===== src/rtl/overlay_pkg.sv =====
// Shared definitions for the overlay mixer: default video timing, overlay
// window placement, colour constants, pixel width and counter type.
// No ports; imported by video_timing_gen and overlay_mixer.
package overlay_pkg;

  localparam int PIX_W = 24;

  localparam int H_ACTIVE_D = 640;
  localparam int H_FP_D     = 16;
  localparam int H_SYNC_D   = 96;
  localparam int H_BP_D     = 48;
  localparam int V_ACTIVE_D = 480;
  localparam int V_FP_D     = 10;
  localparam int V_SYNC_D   = 2;
  localparam int V_BP_D     = 33;

  localparam int OVL_X_D = 288;
  localparam int OVL_Y_D = 208;
  localparam int OVL_W_D = 64;
  localparam int OVL_H_D = 64;

  localparam logic [PIX_W-1:0] KEY_COLOR_D = 24'hFF00FF;
  localparam logic [PIX_W-1:0] BG_COLOR_D  = 24'h000000;

  // Counter width is fixed; 12 bits covers totals up to 4095.
  typedef logic [11:0] cnt_t;

  function automatic int span_total(int active, int fp, int sync, int bp);
    return active + fp + sync + bp;
  endfunction

  localparam int H_TOTAL_D = span_total(H_ACTIVE_D, H_FP_D, H_SYNC_D, H_BP_D);
  localparam int V_TOTAL_D = span_total(V_ACTIVE_D, V_FP_D, V_SYNC_D, V_BP_D);

endpackage


===== src/rtl/video_timing_gen.sv =====
// Free-running raster counters and their decodes.
// Ports:
//   clock, reset    pixel clock, synchronous active-high reset
//   active          counters inside the visible area
//   hsync_n/vsync_n sync decodes, active low, unregistered
//   in_window       counters inside the overlay window
//   at_origin       counters at (0,0)
module video_timing_gen
  import overlay_pkg::*;
#(
  parameter int H_ACTIVE = H_ACTIVE_D,
  parameter int H_FP     = H_FP_D,
  parameter int H_SYNC   = H_SYNC_D,
  parameter int H_BP     = H_BP_D,
  parameter int V_ACTIVE = V_ACTIVE_D,
  parameter int V_FP     = V_FP_D,
  parameter int V_SYNC   = V_SYNC_D,
  parameter int V_BP     = V_BP_D,
  parameter int OVL_X    = OVL_X_D,
  parameter int OVL_Y    = OVL_Y_D,
  parameter int OVL_W    = OVL_W_D,
  parameter int OVL_H    = OVL_H_D
) (
  input  logic clock,
  input  logic reset,
  output logic active,
  output logic hsync_n,
  output logic vsync_n,
  output logic in_window,
  output logic at_origin
);

  localparam cnt_t H_LAST  = cnt_t'(span_total(H_ACTIVE, H_FP, H_SYNC, H_BP) - 1);
  localparam cnt_t V_LAST  = cnt_t'(span_total(V_ACTIVE, V_FP, V_SYNC, V_BP) - 1);
  localparam cnt_t H_ACT   = cnt_t'(H_ACTIVE);
  localparam cnt_t V_ACT   = cnt_t'(V_ACTIVE);
  localparam cnt_t H_SS    = cnt_t'(H_ACTIVE + H_FP);
  localparam cnt_t H_SE    = cnt_t'(H_ACTIVE + H_FP + H_SYNC);
  localparam cnt_t V_SS    = cnt_t'(V_ACTIVE + V_FP);
  localparam cnt_t V_SE    = cnt_t'(V_ACTIVE + V_FP + V_SYNC);
  localparam cnt_t WIN_X0  = cnt_t'(OVL_X);
  localparam cnt_t WIN_X1  = cnt_t'(OVL_X + OVL_W);
  localparam cnt_t WIN_Y0  = cnt_t'(OVL_Y);
  localparam cnt_t WIN_Y1  = cnt_t'(OVL_Y + OVL_H);

  // A window reaching outside the visible area would request pixels
  // that are never displayed; refuse to elaborate.
  if ((OVL_X + OVL_W > H_ACTIVE) || (OVL_Y + OVL_H > V_ACTIVE) ||
      (OVL_W < 1) || (OVL_H < 1) || (OVL_X < 0) || (OVL_Y < 0)) begin : g_bad_window
    $error("overlay window does not fit inside the active area");
  end

  cnt_t h_count;
  cnt_t v_count;

  always_ff @(posedge clock) begin
    if (reset) begin
      h_count <= '0;
      v_count <= '0;
    end else if (h_count == H_LAST) begin
      h_count <= '0;
      v_count <= (v_count == V_LAST) ? '0 : v_count + cnt_t'(1);
    end else begin
      h_count <= h_count + cnt_t'(1);
    end
  end

  assign active    = (h_count < H_ACT) && (v_count < V_ACT);
  assign hsync_n   = !((h_count >= H_SS) && (h_count < H_SE));
  assign vsync_n   = !((v_count >= V_SS) && (v_count < V_SE));
  assign in_window = (h_count >= WIN_X0) && (h_count < WIN_X1) &&
                     (v_count >= WIN_Y0) && (v_count < WIN_Y1);
  assign at_origin = (h_count == '0) && (v_count == '0);

endmodule


===== src/rtl/overlay_mixer.sv =====
// Composites a streamed overlay window onto a flat background and emits
// registered video with syncs. The mixer is the timing master: the raster
// never stalls, a missing overlay pixel is shown as background and latched
// in the sticky underrun flag until the next frame start.
// Ports:
//   clock, reset         pixel clock, synchronous active-high reset
//   dataInput/dataValid  overlay pixel stream from upstream
//   dataReady            pixel accepted this cycle (raster inside window)
//   frameStart           one-cycle pulse at raster origin
//   rgbOutput, hsync, vsync, de   registered video, syncs active low
//   underrun             sticky missed-pixel flag for the current frame
module overlay_mixer
  import overlay_pkg::*;
#(
  parameter int H_ACTIVE = H_ACTIVE_D,
  parameter int H_FP     = H_FP_D,
  parameter int H_SYNC   = H_SYNC_D,
  parameter int H_BP     = H_BP_D,
  parameter int V_ACTIVE = V_ACTIVE_D,
  parameter int V_FP     = V_FP_D,
  parameter int V_SYNC   = V_SYNC_D,
  parameter int V_BP     = V_BP_D,
  parameter int OVL_X    = OVL_X_D,
  parameter int OVL_Y    = OVL_Y_D,
  parameter int OVL_W    = OVL_W_D,
  parameter int OVL_H    = OVL_H_D,
  parameter logic [PIX_W-1:0] KEY_COLOR = KEY_COLOR_D,
  parameter logic [PIX_W-1:0] BG_COLOR  = BG_COLOR_D
) (
  input  logic             clock,
  input  logic             reset,
  input  logic [PIX_W-1:0] dataInput,
  input  logic             dataValid,
  output logic             dataReady,
  output logic             frameStart,
  output logic [PIX_W-1:0] rgbOutput,
  output logic             hsync,
  output logic             vsync,
  output logic             de,
  output logic             underrun
);

  logic active;
  logic hsync_n;
  logic vsync_n;
  logic in_window;
  logic at_origin;

  video_timing_gen #(
    .H_ACTIVE(H_ACTIVE), .H_FP(H_FP), .H_SYNC(H_SYNC), .H_BP(H_BP),
    .V_ACTIVE(V_ACTIVE), .V_FP(V_FP), .V_SYNC(V_SYNC), .V_BP(V_BP),
    .OVL_X(OVL_X), .OVL_Y(OVL_Y), .OVL_W(OVL_W), .OVL_H(OVL_H)
  ) u_timing (
    .clock     (clock),
    .reset     (reset),
    .active    (active),
    .hsync_n   (hsync_n),
    .vsync_n   (vsync_n),
    .in_window (in_window),
    .at_origin (at_origin)
  );

  // Counters read zero during reset, so the decodes must be masked here
  // or upstream would see a ready/frame pulse while the mixer is held.
  assign dataReady  = in_window && !reset;
  assign frameStart = at_origin && !reset;

  logic             transfer;
  logic [PIX_W-1:0] pix_next;

  assign transfer = dataValid && dataReady;

  always_comb begin
    pix_next = '0;
    if (active) begin
      pix_next = BG_COLOR;
      if (transfer && (dataInput != KEY_COLOR)) pix_next = dataInput;
    end
  end

  always_ff @(posedge clock) begin
    if (reset) begin
      rgbOutput <= '0;
      hsync     <= 1'b1;
      vsync     <= 1'b1;
      de        <= 1'b0;
      underrun  <= 1'b0;
    end else begin
      rgbOutput <= pix_next;
      hsync     <= hsync_n;
      vsync     <= vsync_n;
      de        <= active;
      // A miss in the frame-start cycle itself must survive the clear.
      if (in_window && !dataValid) underrun <= 1'b1;
      else if (frameStart)         underrun <= 1'b0;
    end
  end

endmodule


===== config.mk =====
export PLATFORM = sky130hd
export DESIGN_NAME = overlay_mixer
export DESIGN_NICKNAME = d
export VERILOG_FILES = /design/src/rtl/overlay_pkg.sv /design/src/rtl/video_timing_gen.sv /design/src/rtl/overlay_mixer.sv
export SDC_FILE = /design/constraint.sdc
export NUM_CORES = 1
export LEC_CHECK = 0
export ABC_AREA = 1
export BUFFER_PORTS_ARGS = -buffer_cell sky130_fd_sc_hd__buf_2
export CORE_MARGIN = 2
export CORE_UTILIZATION = 30
export DETAILED_ROUTE_END_ITERATION = 10
export SETUP_SLACK_MARGIN = 0.02
export SLEW_MARGIN = 20
export SYNTH_ARGS = -nofsm -noshare
export SYNTH_HDL_FRONTEND = slang
export SYNTH_SLANG_ARGS = --single-unit

===== constraint.sdc =====
create_clock -name clock -period 1.6 [get_ports clock]
set_clock_uncertainty 0.15 [all_clocks]
set_input_delay 0.24 -clock clock [delete_from_list [all_inputs] [get_ports clock]]
set_output_delay 0.24 -clock clock [all_outputs]
set_load 0.005 [all_outputs]

### Yosys cells after proc, flatten, opt, wreduce, memory -nomap -nowiden

Index checks and enable logic that the tools add are counted.

* add/sub/neg operators: 2
* order comparisons: 10
* equality and inequality tests: 3
* multiplexer cells: 3
* bitwise operators: 2
* reductions and logical operators: 21

Operator list (number)
* $lt A12 B9 Y1 const B: 4
* $add A12 B1 Y12 const B: 2
* $eq A12 B10 Y1 const B: 2
* $ge A12 B9 Y1 const B: 2
* $logic_not A12 Y1: 2
* $lt A12 B10 Y1 const B: 2
* $ne A24 B24 Y1 const B: 1
* $ge A12 B10 Y1 const B: 1
* $ge A12 B8 Y1 const B: 1
* $logic_and A1 B1 Y1: 12
* $mux W12: 1
* $logic_not A1 Y1: 4
* $reduce_or A3 Y1: 1
* $mux W1: 2
* $not A1 Y1: 2
* $reduce_bool A2 Y1: 1
* $reduce_or A2 Y1: 1

* bits in registers: 52
* bits of input ports: 27
* output and inout port bits: 30
* logic and storage cells: 48

### Depth between registers and ports, before layout

* depth after elaboration: 9
* mapped depth: 9
* mapped depth without buffers: 9

### Hierarchy

A second synthesis with hierarchy kept.

* cell total of the unflattened synthesis: 341
* area total of the unflattened synthesis: 2478.6 µm²

By module, submodules not included
* video_timing_gen: times used 1, cells an instance 223, area each 1461.4 µm², sequential area each 480.5 µm²
* overlay_mixer: times used 1, cells an instance 118, area each 1017.2 µm², sequential area each 560.5 µm²

### Worst setup path before layout

No wires, ideal clock.

* path kind: register -> register
* start: register u_timing.h_count[0]
* end: register u_timing.v_count[7]
* setup time: 0.117 ns
* arrival: 1.246 ns
* data required time: 1.333 ns
* slack: 0.087 ns
* stages on the path, launching flop included: 9
* buffers on the path: 0
* clock period less this slack: 1.513 ns
* cells stage by stage: dfxtp_1 > ha_1 > nand3_2 > nor2_1 > nand2_1 > nand2_2 > nand2_1 > o21ai_0 > nor2_1

* word-level cells in the longest chain between the ends: 1

RTL lines
* from (decl): RTL line video_timing_gen.sv:53 `cnt_t h_count;`
* from (signal assigned): RTL line video_timing_gen.sv:64 `h_count <= h_count + cnt_t'(1);`
* $eq A12 B10 Y1: RTL line video_timing_gen.sv:60 `end else if (h_count == H_LAST) begin`
* to (signal assigned): RTL line video_timing_gen.sv:62 `v_count <= (v_count == V_LAST) ? '0 : v_count + cnt_t'(1);`
* to (decl): RTL line video_timing_gen.sv:54 `cnt_t v_count;`

No other way between the ends.
A chain may end at the register's enable or synchronous reset.

### Worst setup path after layout

* start: register u_timing.h_count[5]
* end: output port frameStart

* word-level cells in the longest chain between the ends: 3

RTL lines
* $logic_not A12 Y1: RTL line video_timing_gen.sv:73 `assign at_origin = (h_count == '0) && (v_count == '0);`
* $logic_and A1 B1 Y1: RTL line video_timing_gen.sv:73
* $logic_and A1 B1 Y1: RTL line overlay_mixer.sv:66 `assign frameStart = at_origin && !reset;`
* to (decl): RTL line overlay_mixer.sv:35 `output logic frameStart,`

No other way between the ends.

==> out/results.tsv <==
metric	value	unit
Worst Path Arrival	1400	ps
Slew Limit Fails	0	
share of layout cells above drive strength 1	0.531	
TritonCTS clock tree	done	
P per Cell Area	616	nW/um2
Cell Rows	33	
port bufs	56	
grt ovf	0	
worst slew pin tran	254	ps
Crit-path slowest cell	dfxtp_4	
max-cap violation count	0	
# diodes	0	
Sink Count	52	
DRT iter0 DRCs	223	
CTS root buffer	clkbuf_8	
setup ws final	-187	ps
Num CTS Buffers	5	
drt first pass iters	4	
flop-to-flop setup slack	-100	ps
Synth cell types	30	
Worst R2R Path Depth	9	
status	finished with violations	
routed wire length	7250	um
top cell type's share of synthesized area	0.404	
area occupied by multi-input gates	1550	um2
DIE AREA	9350	um2
largest net degree at the start of global routing	24	
post-DR vias/cell	4.78	
Reg-to-Reg Start	u_timing.h_count[11]$_SDFF_PP0_	
# hold bufs at CTS	0	
crit path launch type	flop	
global-route wire length before repair	10900	um
Post-Syn Instances	344	
hold path depth	3	
RR Endpoint	rgbOutput[20]$_SDFF_PP0_	
initial antenna violation count	0	
part of the cycle the worst path needs	1.12	
Final HPWL DP	4740	um
# IOs	57	
Max-slew headroom	0.829	
initial core utilization	0.312	
Clock H-tree levels	2	
Area contributors post-synth	dfxtp_1 40%, inv_1 8.4%, nand2_1 8.2%, nor3_2 8.2%, nor2_1 6.6%	
Synth Area per Inst	7.50	um2
final hold vios	0	
Psw	554	uW
GRT Total Usage	0.139	
Final ANT Viol Nets	0	
final setup vio count	26	
fmax	0.560	GHz
Cell Area, Synth	2580	um2
Critical Path Sink Type	primary output	
sequential share of power	0.541	
Setup TNS	-1810	ps
global placement routability congestion	0.857	
sequential area share after synthesis	0.404	
final instance area	3910	um2
fin nets	486	
RSZ-0062 raised after global routing	true	
vias in the first global route	2422	
WHS Endpoint	rgbOutput[12]$_SDFF_PP0_	
Die W	96.7	um
Syn Nets	375	
Worst-Skew Late Latency	310	ps
CP required	1210	ps
synthesis-stage register bit count	52	
WL/cell	13.0	um
sw frac	0.230	
Lkg Pwr	0.00181	uW
fin crit period	1790	ps
DRC	0	
CTS Buffer Depth	2	
Hold Path Origin	dataInput[12]	
pre-CTS setup slack	24.6	ps
register area	1070	um2
Combinational Power Share	0.101	
Max stage delay on crit path	390	ps
Filler Cell Count	745	
Area after DPL	3130	um2
yosys warns	0	
Worst IR Drop VDD	0.334	mV
core area	8260	um2
Inst Count DP	525	
Hold Path Class	in -> reg	
cell chain of the critical path	inv_4, nand2_1, inv_2, nand4_1, nor2_1, nand3_1, inv_1, buf_2	
synthesis-to-finish area growth	51.8	%
total number of vias	2672	
Crit Path Max Fanout	5	
violations in the final reports	setup timing	
Clock transition at path regs	100	ps
Synth area leader	dfxtp_1	
Clock Power Share	0.359	
Die Y	96.7	um
critical setup path kind	reg -> out	
internal power consumption	1860	uW
Finished Layout Cells	559	
==> cells in the mapped netlist, drive strengths merged <==
master,count
a21oi,13
buf,7
dfxtp,52
ha,4
inv,66
nand2,64
nand3,22
nand3b,1
nand4,12
nor2,50
nor3,33
nor4,1
o2111ai,1
o21a,2
o21ai,7
o22ai,2
or2,2
xnor2,1
xor2,4
==> power by group through the flow <==
stage | clock network (uW) | logic (uW) | registers (uW)
global route | 940 | 260 | 1310
detailed placement | 0 | 160 | 1340
floorplan | 0 | 86.2 | 1340
global placement | 0 | 161 | 1340
CTS | 878 | 184 | 1300
finish | 865 | 243 | 1300
==> critical path: cells and delay by family, from the launching register on <==
family        cells  cell delay, ps
buf+inv           4             310
simple gates      4             380
flops             1             390
==> timing repair <==
| item | CTS | global route |
|---|---|---|
| setup endpoints to repair | 6 | 51 |
| cloned | 0 | 3 |
| pin swaps | 16 | 27 |
| buffers inserted | 14 | 11 |
| resized for setup | 61 | 70 |
| endpoints found under the hold margin | 0 | 0 |
==> stage by stage <==
stage / utilization / total power, uW / hold WS, ps
floorplan: - / 1420 / 210
global placement: 0.379 / 1500 / 320
detailed placement: 0.379 / 1500 / 317
CTS: 0.423 / 2360 / 17.0
global route: 0.474 / 2510 / 20.1
finish: 0.474 / 2410 / 30.6
==> routing by layer <==
| layer | global-route usage | share of wire |
|---|---|---|
| met5 | 0 | 0 |
| met4 | 0.0379 | 0.017 |
| met3 | 0.0434 | 0.074 |
| met2 | 0.222 | 0.48 |
| met1 | 0.180 | 0.43 |
==> worst max path at each step <==
stage	slack [ps]	from	endpoint	depth (start not counted)
2_1_floorplan	90	u_timing.h_count[0]$_SDFF_PP0_	u_timing.v_count[7]$_SDFFE_PP0P_	8
3_3_place_gp	40	u_timing.h_count[0]$_SDFF_PP0_	u_timing.v_count[9]$_SDFFE_PP0P_	8
3_5_place_dp	20	u_timing.h_count[1]$_SDFF_PP0_	u_timing.v_count[9]$_SDFFE_PP0P_	8
4_1_cts	-170	u_timing.h_count[7]$_SDFF_PP0_	frameStart	7
5_1_grt	-300	u_timing.h_count[5]$_SDFF_PP0_	frameStart	8
6_report	-190	u_timing.h_count[5]$_SDFF_PP0_	frameStart	8
==> placed cells by master (no fill, tap or decap), types with 3 or more instances in the layout <==
master	Yosys	final
a21oi_1	13	8
a21oi_2	0	5
buf_2	0	56
buf_4	1	39
buf_6	6	12
clkbuf_8	0	5
dfxtp_1	52	32
dfxtp_2	0	18
ha_4	0	3
inv_1	58	49
inv_2	7	12
inv_4	0	3
nand2_1	56	46
nand2_2	8	13
nand2_4	0	5
nand3_1	19	17
nand3_2	2	3
nand4_1	12	12
nor2_1	45	30
nor2_2	2	9
nor2_4	3	11
nor3_2	21	20
nor3_4	0	11
o21ai_1	3	4
o21ai_2	0	3
xor2_1	4	4
==> sequential cells by signal, summed over array words and instances (netlist names) <==
signal,flops
underrun,1
hsync,1
vsync,1
u_timing.v_count,12
rgbOutput,24
u_timing.h_count,12
de,1
==> cell type report <==
| class | count | share of cell area |
|---|---|---|
| Clock buffer | 5 | 0.0176 |
| Clock inverter | 1 | 0.00767 |
| Inverter | 66 | 0.0678 |
| Multi-Input combinational cell | 219 | 0.397 |
| Sequential cell | 52 | 0.274 |
| Tap cell | 105 | 0.0336 |
| Timing Repair Buffer | 111 | 0.203 |
==> cell families (layout without fill, tap and decap cells) <==
family,count (synthesis),count (layout),synth area share
xor+xnor,5,5,0.0170
buf+inv,73,183,0.127
fa+ha+maj,4,4,0.0194
simple gates,185,185,0.380
flops,52,52,0.404
compound gates,25,25,0.0529
No activity file was read; power rests on OpenSTA's default activity.
